--- src/rtl/poly_packer_pkg.sv ---
// Shared constants and types for the NewHope polynomial byte packer.
package poly_packer_pkg;

    localparam int Q       = 12289;
    localparam int N_COEFF = 1024;
    localparam int COEFF_W = 14;
    localparam int BUF_W   = 21;
    localparam int CNT_W   = 5;
    localparam int N_BYTES = N_COEFF * 7 / 4;
    localparam int CCNT_W  = $clog2(N_COEFF) + 1;
    localparam int BCNT_W  = $clog2(N_BYTES);

    typedef logic [COEFF_W-1:0] coeff_t;
    typedef logic [BUF_W-1:0]   bitbuf_t;
    typedef logic [CNT_W-1:0]   cnt_t;
    typedef logic [CCNT_W-1:0]  ccnt_t;
    typedef logic [BCNT_W-1:0]  bcnt_t;

    localparam coeff_t Q_C       = coeff_t'(Q);
    localparam ccnt_t  FRAME_C   = ccnt_t'(N_COEFF);
    localparam bcnt_t  LAST_BYTE = bcnt_t'(N_BYTES - 1);

endpackage

--- src/rtl/poly_packer_coeff_freeze.sv ---
// Brings a 14-bit coefficient into [0,Q) with one conditional subtraction.
module coeff_freeze
    import poly_packer_pkg::*;
(
    input  logic [COEFF_W-1:0] coeff_i,
    output logic [COEFF_W-1:0] frz_o
);

    assign frz_o = (coeff_i >= Q_C) ? coeff_i - Q_C : coeff_i;

endmodule

--- src/rtl/poly_packer.sv ---
// Packs frozen 14-bit coefficients LSB-first into bytes (4 coefficients -> 7 bytes),
// flagging the final byte of each polynomial.
module poly_packer
    import poly_packer_pkg::*;
(
    input  logic               clk,
    input  logic               rst,
    input  logic [COEFF_W-1:0] coeff_in,
    input  logic               in_valid,
    output logic               in_ready,
    output logic [7:0]         byte_out,
    output logic               out_valid,
    input  logic               out_ready,
    output logic               out_last
);

    bitbuf_t bits_q, bits_d;
    cnt_t    cnt_q, cnt_d;
    ccnt_t   ccnt_q, ccnt_d;
    bcnt_t   bcnt_q, bcnt_d;
    coeff_t  frz;
    logic    accept, emit, frame_full, last_byte;

    coeff_freeze u_freeze (
        .coeff_i (coeff_in),
        .frz_o   (frz)
    );

    // Guard against running past the frame; only reachable if the byte side lags.
    assign frame_full = (ccnt_q == FRAME_C);
    assign in_ready   = rst & (cnt_q < cnt_t'(8)) & ~frame_full;
    assign out_valid  = rst & (cnt_q >= cnt_t'(8));
    assign last_byte  = (bcnt_q == LAST_BYTE);
    assign out_last   = out_valid & last_byte;
    assign byte_out   = bits_q[7:0];

    assign accept = in_valid & in_ready;
    assign emit   = out_valid & out_ready;

    always_comb begin
        bits_d = bits_q;
        cnt_d  = cnt_q;
        ccnt_d = ccnt_q;
        bcnt_d = bcnt_q;
        if (accept) begin
            // Bits above cnt are always zero, so OR places the coefficient at buf[cnt +: 14].
            bits_d = bits_q | (bitbuf_t'(frz) << cnt_q);
            cnt_d  = cnt_q + cnt_t'(COEFF_W);
            ccnt_d = ccnt_q + ccnt_t'(1);
        end else if (emit) begin
            if (last_byte) begin
                bits_d = '0;
                cnt_d  = '0;
                ccnt_d = '0;
                bcnt_d = '0;
            end else begin
                bits_d = bits_q >> 8;
                cnt_d  = cnt_q - cnt_t'(8);
                bcnt_d = bcnt_q + bcnt_t'(1);
            end
        end
    end

    always_ff @(posedge clk) begin
        if (!rst) begin
            bits_q <= '0;
            cnt_q  <= '0;
            ccnt_q <= '0;
            bcnt_q <= '0;
        end else begin
            bits_q <= bits_d;
            cnt_q  <= cnt_d;
            ccnt_q <= ccnt_d;
            bcnt_q <= bcnt_d;
        end
    end

endmodule
--- config.mk ---
export PLATFORM = sky130hd
export DESIGN_NAME = poly_packer
export DESIGN_NICKNAME = d
export VERILOG_FILES = /design/src/rtl/poly_packer_pkg.sv /design/src/rtl/poly_packer_coeff_freeze.sv /design/src/rtl/poly_packer.sv
export SDC_FILE = /design/constraint.sdc
export NUM_CORES = 1
export LEC_CHECK = 0
export ABC_AREA = 1
export BUFFER_PORTS_ARGS = -buffer_cell sky130_fd_sc_hd__buf_2
export CORE_MARGIN = 1.5
export CORE_UTILIZATION = 51
export CTS_BUF_LIST = sky130_fd_sc_hd__clkbuf_4
export DETAILED_ROUTE_END_ITERATION = 10
export GPL_TIMING_DRIVEN = 0
export PLACE_DENSITY_LB_ADDON = 0.08
export RECOVER_POWER = 50
export SLEW_MARGIN = 20
export SYNTH_ARGS = -nofsm -noshare
export SYNTH_HDL_FRONTEND = slang
export SYNTH_SLANG_ARGS = --single-unit
--- constraint.sdc ---
create_clock -name clk -period 2.5 [get_ports clk]
set_input_delay 0.125 -clock clk [delete_from_list [all_inputs] [get_ports clk]]
set_output_delay 0.125 -clock clk [all_outputs]
set_load 0.005 [all_outputs]
==> results.md <==
* Fraction of the yosys area taken by sequential cells at 26.6%
* Via count at 3,790
* Std cell rows at 30
* Worst EP arrival at 2550 ps
* Estimated wirelength of the detail-placed design at 7.24 mm
* Number of warnings issued by yosys at 0
* Area growth from synthesis to layout at 8.75%
* Hold Violations, Final at 0
* Count of placed standard cells including taps at 673
* Most used standard cell by instance count after synthesis: nand2_1
* Antenna diode count at 0
* Core Area at 0.00676 mm^2
* Synthesized cell area at 0.00353 mm^2
* DP Area at 0.00377 mm^2
* Master of the slowest instance on the critical path: clkinv_1
* Met3 global-route usage at 3.33%
* Series of cell instances along the critical path: clkbuf_4, clkinvlp_4, ha_1, nand2_1, inv_1, nand3_2, nand2_1, clkinv_1, nand3_1, o21ai_0, a21oi_1, nor2_1
* Largest delay contributor family on the critical path: buffers and inverters
* Clock tree from TritonCTS: yes
* Worst path setup slack after routing at 201 ps
* Number of buffer and inverter instances along the worst setup path at 4
* Total of flip-flops plus latches after synthesis at 47
* Top-level I/O count at 29
* Worst Hold Margin at 87.6 ps
* Fraction of layout instances using a drive strength above 1 at 16.0%
* GRT Util Overall at 25.6%
* Post-route standard cell area excluding fillers at 0.00384 mm^2
* Critical path launch point: cnt_q[3]
* Unrepaired setup endpoints after global routing: no
* R2R setup slack at 200 ps
* Detail Route Antenna Nets at 0
* Class of the tightest hold or removal check: input pin to flip-flop
* Worst reg-to-reg path cell count at 12
* Clk Tree Root Cell: clkbuf_4
* Final-layout setup total negative slack at 0 ps
* Number of global-route vias before repair at 3,320
* Setup clock skew after layout at 14.2 ps
* Commonest register cell after synthesis: dfxtp_1
* Reg-to-reg critical path endpoint: bits_q[10]
* Vias per Instance at 5.57
* Vertical die dimension at 86.2 um
* Pre-antenna DRT Iters at 5
* Capturing element of the worst setup path: bits_q[10]
* Port Buf Inserts at 28
* Number of instances in the synthesized netlist at 565
* Global-route congestion overflow total at 0
* Net count of the mapped netlist at 592
* Wire length per cell at 13.7 um
* Number of slew-limit violations in the final report at 0
* Total clock sinks at 47
* Die area at 0.00743 mm^2
* Post-route minimum period at 2300 ps
* Type of origin of the critical path: flip-flop
* Origin of the critical flop-to-flop path: cnt_q[3]
* Worst slew margin relative to its limit at 57.2%
* Data required time at the worst endpoint at 2750 ps
* Fmax at 435 MHz
* Clock tree buffer depth at 2
* Number of nets in the finished design at 627
* Worst slew pin tran at 642 ps
* Maximum fanout along the worst path at 10
* Power per unit of standard cell area at 493 mW/mm^2
* Multi-input combinational cell area at 0.00218 mm^2
* List of most frequent post-synthesis cells: nand2_1, nand3_1, inv_1, dfxtp_1, a21oi_1
* First DRT Iteration DRCs at 243
* Final cell count without fillers at 680
* Biggest area consumer among synthesized cells: dfxtp_1
* H-tree levels at 2
* Detailed-route wire length at 9.28 mm
* Pin count of the biggest net entering global routing at 15
* Number of CTS-inserted buffers at 5
* Final setup violation count at 0
* Clock Pin Slew Worst Setup and Hold Paths at 150 ps
* Maximum VDD drop at 230 uV
* Number of antenna violations at the first check in global routing at 0
* Number of enable-type register cells in the synthesized netlist at 0
* Avg Cell Area, Syn at 6.25 um^2
* Biggest area contributors in the synthesized netlist: dfxtp_1, nand2_1, nand3_1
* Routability congestion estimate at 0.950
* Area share of the largest cell type after synthesis at 26.6%
* Width of the die at 86.2 um
* Unique cell type count in the Yosys netlist at 47
* Storage cell area at 941 um^2
* Wire length of the first global-routing pass at 15.4 mm
* Worst-skew pair later-pin latency at 370 ps
* Outcome: finished clean
* Final core utilization at 56.8%
* Max-capacitance violation count at 0
* Power after layout at 1.89 mW
* Count of filler cells inserted in the layout at 722
* Capturing element type of the critical path: flip-flop
* Ratio of final minimum period to clock period at 92.0%
* Initial cell density of the core at 52.3%
* Critical path type: flip-flop to flip-flop
* Final routed DRC violation total at 0
* Static leakage at 1.63 nW
* Post-placement setup slack at -22.8 ps
* Most crowded layer after global routing: met2
* Slowest Stage Delay on Critical Path at 360 ps
* Share of synthesized registers carrying an async set or reset at 0%
* Logic depth of the worst setup path including buffers at 12
* Grt met1 use at 34.5%
* Top cell by count, worst path: nand2_1
* Global Route met2 Usage at 43.8%
[timing repair]
action                     CTS  global route
setup buffers                0             1
setup endpoints to repair    0            29
hold buffers                 0             0
resized for setup            0             6
[final cells by class]
class	instances	area share, %
repair buffers	29	3.81
plain buffers	28	4.82
clock buffers	5	0.978
clock inverters	2	0.358
inverters	62	6.16
well taps	80	2.61
multi-input cells	427	56.8
flip-flops and latches	47	24.5
[worst min-delay path by stage]
| stage | slack (ps) | startpoint | to | depth (start not counted) |
|---|---|---|---|---|
| 6_report | 90 | rst | ccnt_q[7] | 3 |
| 5_1_grt | 90 | rst | ccnt_q[7] | 3 |
| 4_1_cts | 80 | rst | ccnt_q[7] | 3 |
| 3_5_place_dp | 460 | bits_q[17] | bits_q[17] | 2 |
| 3_3_place_gp | 450 | bits_q[14] | bits_q[14] | 2 |
| 2_1_floorplan | 310 | rst | cnt_q[3] | 2 |
[layer usage]
layer	vias up	routed length, um
met3	9	388
met4	0	76
met5	-	0
li1	1916	-
met1	1770	4480
met2	95	4340
[state kept, by name (all words and copies together) (netlist names)]
name,count
ccnt_q,11
cnt_q,4
bcnt_q,11
bits_q,21
[placed cells by master (no fill, tap or decap), drive strengths merged, types with 9 or more instances in the layout]
| master | n |
|---|---|
| o21ai | 34 |
| nand3 | 72 |
| nand2 | 162 |
| dfxtp | 47 |
| inv | 57 |
| clkbuf | 24 |
| nor2 | 46 |
| nor3 | 10 |
| buf | 38 |
| a21oi | 43 |
| ha | 9 |
| nand4 | 10 |
[logic make-up (layout without fill, tap and decap cells)]
logic type                 Yosys count  in the layout  synth area share, %
and+or+nand+nor                    314            314                 41.1
AOI/OAI and AO/OA                   97             97                 15.5
buffers and inverters               91            126                 11.8
DFF                                 47             47                 26.6
adders and majority gates            9              9                 3.19
xor gates and xnor gates             7              7                 1.74
[where the power goes]
group	switching, mW	internal [mW]	leakage [nW]
combinational	0.460	0.241	1.22
clock	0.262	0.105	0.0310
sequential	0.0292	0.795	0.381
[tightest hold or removal path: stages]
cell      delay [ps]
buf_2            100
clkinv_1         130
a211oi_1          70
No activity file was read; power rests on OpenSTA's default activity.
